==> config.mk <==
export PLATFORM = sky130hd
export DESIGN_NAME = iis_capture_ctrl
export DESIGN_NICKNAME = d
export VERILOG_FILES = /design/src/rtl/iis_capture_ctrl.sv
export SDC_FILE = /design/constraint.sdc
export NUM_CORES = 1
export LEC_CHECK = 0
export ABC_AREA = 1
export BUFFER_PORTS_ARGS = -buffer_cell sky130_fd_sc_hd__buf_4
export CORE_UTILIZATION = 55
export DETAILED_ROUTE_END_ITERATION = 10
export GPL_ROUTABILITY_DRIVEN = 0
export GPL_TIMING_DRIVEN = 1
export PLACE_DENSITY_LB_ADDON = 0.3
export SYNTH_ARGS = -nofsm -noshare
export SYNTH_HDL_FRONTEND = slang
export SYNTH_SLANG_ARGS = --single-unit
==> constraint.sdc <==
create_clock -name clk_100m -period 5.8 [get_ports clk_100m]
set_input_delay 1.16 -clock clk_100m [delete_from_list [all_inputs] [get_ports clk_100m]]
set_output_delay 1.16 -clock clk_100m [all_outputs]
set_load 0.1 [all_outputs]
==> src/rtl/iis_capture_ctrl.sv <==
// iis_capture_ctrl: pairs I2S left/right strobes into stereo frames and queues them toward a valid/ready consumer
module iis_capture_ctrl #(
  parameter int DATA_W     = 24,
  parameter int FIFO_DEPTH = 4,
  parameter int CNT_W      = 8
) (
  input  logic                clk_100m,
  input  logic                rst_n,
  input  logic                enable,
  input  logic [1:0]          mode,
  input  logic [DATA_W-1:0]   l_data,
  input  logic                l_valid,
  input  logic [DATA_W-1:0]   r_data,
  input  logic                r_valid,
  output logic [2*DATA_W-1:0] m_data,
  output logic                m_valid,
  input  logic                m_ready,
  input  logic                ovf_clr,
  output logic [CNT_W-1:0]    ovf_cnt,
  output logic                sync_err
);
  localparam int AW = $clog2(FIFO_DEPTH);
  typedef enum logic [1:0] {IDLE, WAIT_L, WAIT_R, PUSH} state_t;
  state_t              r_state, w_next;
  logic [1:0]          r_mode;
  logic [DATA_W-1:0]   r_l, r_r;
  logic [2*DATA_W-1:0] r_mem [FIFO_DEPTH];
  logic [AW:0]         r_wp, r_rp;
  logic [CNT_W-1:0]    r_ovf;
  logic                r_sync;
  logic                w_pair, w_lat_l, w_lat_r, w_zero_l, w_zero_r, w_sync;
  logic                w_full, w_empty, w_push, w_pop, w_drop;
  logic [DATA_W:0]     w_sum;
  logic [DATA_W-1:0]   w_avg;
  logic [2*DATA_W-1:0] w_frame;
  // stereo and mono both need a left-then-right pair; single-channel modes complete on one strobe
  assign w_pair  = r_mode[0] == r_mode[1];
  // a full FIFO rejects the push even when the head is popped in the same cycle
  assign w_full  = (r_wp ^ r_rp) == {1'b1, {AW{1'b0}}};
  assign w_empty = r_wp == r_rp;
  assign w_push  = r_state == PUSH && !w_full;
  assign w_drop  = r_state == PUSH && w_full;
  assign w_pop   = !w_empty && m_ready;
  // sign-extended sum then arithmetic halve, so mono rounds toward minus infinity
  assign w_sum   = {r_l[DATA_W-1], r_l} + {r_r[DATA_W-1], r_r};
  assign w_avg   = w_sum[DATA_W:1];
  assign w_frame = &r_mode ? {w_avg, w_avg} : {r_l, r_r};
  assign m_data  = r_mem[r_rp[AW-1:0]];
  assign m_valid = !w_empty;
  assign ovf_cnt = r_ovf;
  assign sync_err = r_sync;
  // next-state and sample-latch decode; dropping enable abandons any partial frame
  always_comb begin
    w_next   = r_state;
    w_lat_l  = 1'b0;
    w_lat_r  = 1'b0;
    w_zero_l = 1'b0;
    w_zero_r = 1'b0;
    w_sync   = 1'b0;
    case (r_state)
      IDLE:   w_next = enable ? WAIT_L : IDLE;
      WAIT_L: begin
        if (w_pair && l_valid) begin
          w_lat_l = 1'b1;
          w_next  = WAIT_R;
        end else if (r_mode == 2'b01 && l_valid) begin
          w_lat_l  = 1'b1;
          w_zero_r = 1'b1;
          w_next   = PUSH;
        end else if (r_mode == 2'b10 && r_valid) begin
          w_lat_r  = 1'b1;
          w_zero_l = 1'b1;
          w_next   = PUSH;
        end
      end
      WAIT_R: begin
        if (r_valid) begin
          w_lat_r = 1'b1;
          w_next  = PUSH;
        end else if (l_valid) begin
          w_lat_l = 1'b1;
          w_sync  = 1'b1;
        end
      end
      default: w_next = WAIT_L;
    endcase
    if (!enable) begin
      w_next   = IDLE;
      w_lat_l  = 1'b0;
      w_lat_r  = 1'b0;
      w_zero_l = 1'b0;
      w_zero_r = 1'b0;
      w_sync   = 1'b0;
    end
  end
  // state register
  always_ff @(posedge clk_100m or negedge rst_n)
    if (!rst_n) r_state <= IDLE;
    else r_state <= w_next;
  // channel mode is sampled only when leaving IDLE; sample holding registers
  always_ff @(posedge clk_100m or negedge rst_n)
    if (!rst_n) begin
      r_mode <= 2'b00;
      r_l    <= '0;
      r_r    <= '0;
    end else begin
      if (r_state == IDLE && enable) r_mode <= mode;
      r_l <= w_lat_l ? l_data : w_zero_l ? '0 : r_l;
      r_r <= w_lat_r ? r_data : w_zero_r ? '0 : r_r;
    end
  // show-ahead frame FIFO; storage is cleared so the head reads zero out of reset
  always_ff @(posedge clk_100m or negedge rst_n)
    if (!rst_n) begin
      for (int i = 0; i < FIFO_DEPTH; i++) r_mem[i] <= '0;
      r_wp <= '0;
      r_rp <= '0;
    end else begin
      if (w_push) r_mem[r_wp[AW-1:0]] <= w_frame;
      if (w_push) r_wp <= r_wp + (AW+1)'(1);
      if (w_pop) r_rp <= r_rp + (AW+1)'(1);
    end
  // saturating drop counter and sticky pairing error; clear wins over a same-cycle event
  always_ff @(posedge clk_100m or negedge rst_n)
    if (!rst_n) begin
      r_ovf  <= '0;
      r_sync <= 1'b0;
    end else if (ovf_clr) begin
      r_ovf  <= '0;
      r_sync <= 1'b0;
    end else begin
      if (w_drop && ~&r_ovf) r_ovf <= r_ovf + CNT_W'(1);
      if (w_sync) r_sync <= 1'b1;
    end
endmodule

---- Yosys cells after proc, flatten, opt, wreduce, memory -nomap -nowiden ----
Index checks and enable logic that the tools add are counted.
storage, ports and cells
  register bits after elaboration ......... 259
  word-level logic and storage cells ...... 92
  input port bits ......................... 57
cells by class
  equality and inequality tests ........... 10
  $lt $le $gt $ge ......................... 3
  add/sub/neg operators ................... 4
  multiplexer cells ....................... 40
  reduce and logical (&&, ||, !) cells .... 20
  bitwise operators ....................... 3
operators by type and width
  cell                   count
  $bwmux W192            1
  $mux W48               4
  $bmux W48 S2           1
  $demux W48 S2          1
  $mux W24               4
  $add A24 B24 Y25       1
  $mux W1                19
  $mux W8                2
  $mux W2                5
  $logic_and A1 B1 Y1    9
  $add A8 B1 Y8 const B  1
  $reduce_and A8 Y1      1
  $reduce_bool A2 Y1     4
  $add A3 B1 Y3 const B  2
  $eq A2 B2 Y1 const B   3
  $ge A3 B3 Y1 const B   2
  $not A2 Y3             2
  $ne A5 B5 Y1 const B   1
  $eq A2 B1 Y1 const B   2
  $pmux W1 S2            2
  $pmux W2 S2            1
  $reduce_and A2 Y1      2
  $eq A3 B3 Y1           1
  $eq A3 B3 Y1 const B   1
  6 further kinds        8

---- Depth between registers and ports, before layout ----
  word-level depth ........................ 9
  mapped depth ............................ 15
  gate-level depth less buffers ........... 15

---- Worst setup path after synthesis ----
Ideal clock, no wire load.
  kind .................................... flip-flop to output port
  start ................................... register r_rp[0]
  end ..................................... output port m_data[10]
  stages on the path, launching flop included .. 7
  required time ........................... 4.640 ns
  buffers on the path ..................... 3
  data arrival time ....................... 2.608 ns
  setup slack ............................. 2.032 ns
  path through ............................ dfrtp_1 -> buf_6 -> inv_4 -> clkbuf_1 -> clkbuf_1 -> nor2_1 -> o22ai_1
on the way
  longest elaborated chain between the ends .. 4
ends and longest elaborated chain
  what                                          line  text
  from (decl)                                   28    logic [AW:0] r_wp, r_rp;
  from (signal assigned)                        120   if (w_pop) r_rp <= r_rp + (AW+1)'(1);
  $not A2 Y3 (not written as such)              48    assign m_data = r_mem[r_rp[AW-1:0]];
  $bmux W48 S2                                  48
  $mux W48 (not written as such) (2 in series)  48
  to (decl)                                     15    output logic [2*DATA_W-1:0] m_data,
Every way passes these cells. The select of a mux whose other input is x is not followed.

---- Final worst setup path ----
  start ................................... register r_rp[0]
  end ..................................... output port m_data[8]
Same word-level chain as after synthesis.

==> impl_metrics.csv <==
group,metric,value,unit
worst_setup_path,slowest_delay,0.79,ns
worst_setup_path,crit_chain,"buf_4 > o21ai_0 > o22ai_1 > buf_4",
clock_tree,cts_max_path_buffers,3,
global_routing,grt_first_pass_wirelength,64.4,mm
detailed_routing,wl,39.4,mm
floorplanning,core_area,0.0245,mm2
detailed_routing,avgViaCountPerCell,5.52,
clock_tree,post_cts_buffers,0,
worst_setup_path,worstReg2RegEnd,"r_mem[99]$_DFFE_PN0P_",
timing,worstMarginPinSlew,1.22,ns
yosys,ys.flop_type,"dfrtp_1",
global_routing,antenna_found_initial,0,
yosys,synth_edf_count,0,
detailed_routing,drc,0,
worst_setup_path,required,4.64,ns
worst_hold_path,hold_depth,2,
yosys,yosys.area.top_type,"dfrtp_1",
clock_tree,cts_root_buf,"clkbuf_16",
detailed_routing,wl_met2,18.1,mm
worst_setup_path,crit_slowest_cell,"buf_4",
timing,fmax,0.260,GHz
final_layout,multi_input_area,0.00626,mm2
timing,tns,0,ns
timing,setup_viol,0,
timing,finalClockSkew,0.0177,ns
final_layout,num-fill-cells,2172,
timing,period_needed,3.85,ns
clock_tree,cts_made_buffers,29,
worst_setup_path,end_kind,"output pin",
timing,timing.slew.headroom,0.187,
clock_tree,cts_hold_buffers,0,
worst_setup_path,crit_top_cell,"buf_4",
worst_hold_path,hold_class,"register to register",
floorplanning,die_y,161,um
detailed_routing,drt_iter0_drc,1377,
worst_setup_path,crit_path_max_fanout,98,
final_layout,area_growth,12.5,%
clock_tree,clock_latency,0.56,ns
job,cap_violations,0,
final_layout,layout.area.seq,0.00648,mm2
final_layout,diodes,0,
clock_tree,cts_tree,"built",
global_routing,grt_usage,0.314,
yosys,ys_warn_count,0,
yosys,synth_seq_cells,259,
global_routing,grt_pass1_vias,12325,
detailed_routing,post_drt_wl_per_cell,17.2,um
final_layout,post-route-util,0.635,
detailed_routing,wl_met1,16.4,mm
clock_tree,clock_sinks,259,
worst_hold_path,hold_end,"r_mem[66]$_DFFE_PN0P_",
worst_hold_path,hp-start,"r_mem[66]$_DFFE_PN0P_",
yosys,synthCells,1892,
floorplanning,initial_core_util,0.564,
detailed_routing,highest_layer,"met4",
clock_tree,cts-htree-levels,1,
worst_setup_path,r2r_slack,2.32,ns
timing,rsz0062_at_grt,"false",
yosys,synth_cell_types,37,
yosys,syn_avg_cell_area,7.32,um2
placed_design,dp_hpwl,24.6,mm
timing,slew_viol_final,0,
detailed_routing,vias,12677,
timing,hold_viol_final,0,
placed_design,port_buffers,114,
detailed_routing,dr.pass1.iters,8,
final_layout,drive_gt1_frac,0.0959,
yosys,syn-num-nets,1986,
global_routing,grt_overflow,0,
final_layout,final_nets,2048,
worst_setup_path,cp-start-kind,"register",
timing,whs,0.473,ns
yosys,yosysTopAreaCellShare,0.468,
floorplanning,fp.dieArea,0.0258,mm2
worst_setup_path,cp.arrival,2.69,ns
floorplanning,die_w,161,um
yosys,synthTopCellsByArea,"dfrtp_1 47%, nand2_1 22%, o21ai_0 5.7%",
yosys,synth.cell_area,0.0138,mm2
yosys,seq_area_frac_synth,0.468,
detailed_routing,route.met3.wl,3.38,mm
clock_tree,path_clk_slew,0.06,ns
detailed_routing,ant_nets,0,
worst_setup_path,r2r_cells,10,
worst_setup_path,timing.rr.start,"r_rp[0]$_DFFE_PN0P_",
floorplanning,pin_count,115,
floorplanning,placementRows,57,
timing,period_share,0.663,
yosys,synthArstFlopShare,1.00,
run_status,status,"finished, final reports clean",
global_routing,grt_max_degree,133,
clock_tree,cts_resized,0,
worst_setup_path,worstSetupPathType,"register to output pin",
-- through the flow --
stage               setup WS, ns  cells  area, um2
detailed placement          2.26   2247      14700
CTS                         2.02   2295      15600
finish                      1.95   2295      15600
global placement            2.37   2247      14700
global route                1.87   2295      15600
floorplan                   2.03   1892      13800
-- flip-flops by register name, indices dropped and copies added (netlist names) --
name	count
r_l	24
r_state	2
ovf_cnt	8
r_wp	3
r_mode	2
sync_err	1
r_r	24
r_mem	192
r_rp	3
-- cells by family after synthesis --
kind of cell	Yosys count	synth area share
xor+xnor	10	0.00633
flops	259	0.468
buf+inv	241	0.0793
compound gates	258	0.0997
simple gates	1087	0.312
fa+ha+maj	37	0.0340
-- how the worst max path moves through the flow --
stage,startpoint,to,slack (ns)
6_report,r_rp[0]$_DFFE_PN0P_,m_data[8],1.95
5_1_grt,r_rp[0]$_DFFE_PN0P_,m_data[8],1.87
4_1_cts,r_rp[0]$_DFFE_PN0P_,m_data[0],2.02
3_5_place_dp,l_valid,r_r[15]$_DFFE_PN0P_,2.26
3_3_place_gp,l_valid,r_r[6]$_DFFE_PN0P_,2.37
2_1_floorplan,r_rp[0]$_DFFE_PN0P_,m_data[10],2.03
-- area by class of cell --
class / count / share of cell area
sequential: 259 / 0.416
multi-input combinational: 1392 / 0.402
timing repair buffer: 123 / 0.0606
clock buffer: 40 / 0.0525
inverter: 149 / 0.0362
tap: 324 / 0.0260
clock inverter: 8 / 0.00619
-- per-layer routing --
| layer | GRT usage | vias to the layer above |
|---|---|---|
| li1 | - | 6083 |
| met3 | 0.0514 | 89 |
| met1 | 0.427 | 5985 |
| met2 | 0.509 | 520 |
| met5 | 0 | - |
| met4 | 0.112 | 0 |
-- cells in the final DEF (no fill, tap or decap), types with 3 or more instances in the layout --
cell type	n
nand3b_1	8
nand4_1	8
inv_2	7
nand2_4	5
nand2_1	821
clkbuf_1	6
clkbuf_8	5
inv_1	138
xor2_1	7
dfrtp_1	258
buf_4	121
clkinv_2	4
o21ai_0	157
xnor2_1	3
o21ai_1	20
nand3_1	94
nor2_1	140
o22ai_1	48
a21oi_1	26
ha_1	36
clkbuf_16	29
-- cells in the mapped netlist (2+ instances only) --
cell and number:
dfrtp_1 259, inv_1 139, nand4_1 8, buf_1 3, nand2_1 821, nand2_4 5
nand4_2 2, buf_2 27, nor4_1 2, o21ai_0 157, clkinv_1 2, nand2_2 2
inv_2 6, inv_4 2, xor2_1 7, o21ai_2 2, ha_1 36, xnor2_1 3
buf_4 7, nand3_1 94, nand3b_1 8, nor2_1 140, o22ai_1 48, a21oi_1 26
o21ai_1 20, buf_6 17, and2_1 2, clkbuf_1 38
-- worst max-delay path, delay by kind of cell, from the launching register on --
family          cells  cell delay (ns)
flops               1             0.38
buf+inv             2             1.14
compound gates      2             0.57
Power is left out: the tool's default activity adds up to more than one toggle a clock period on the data nets, which glitch-free logic cannot reach.
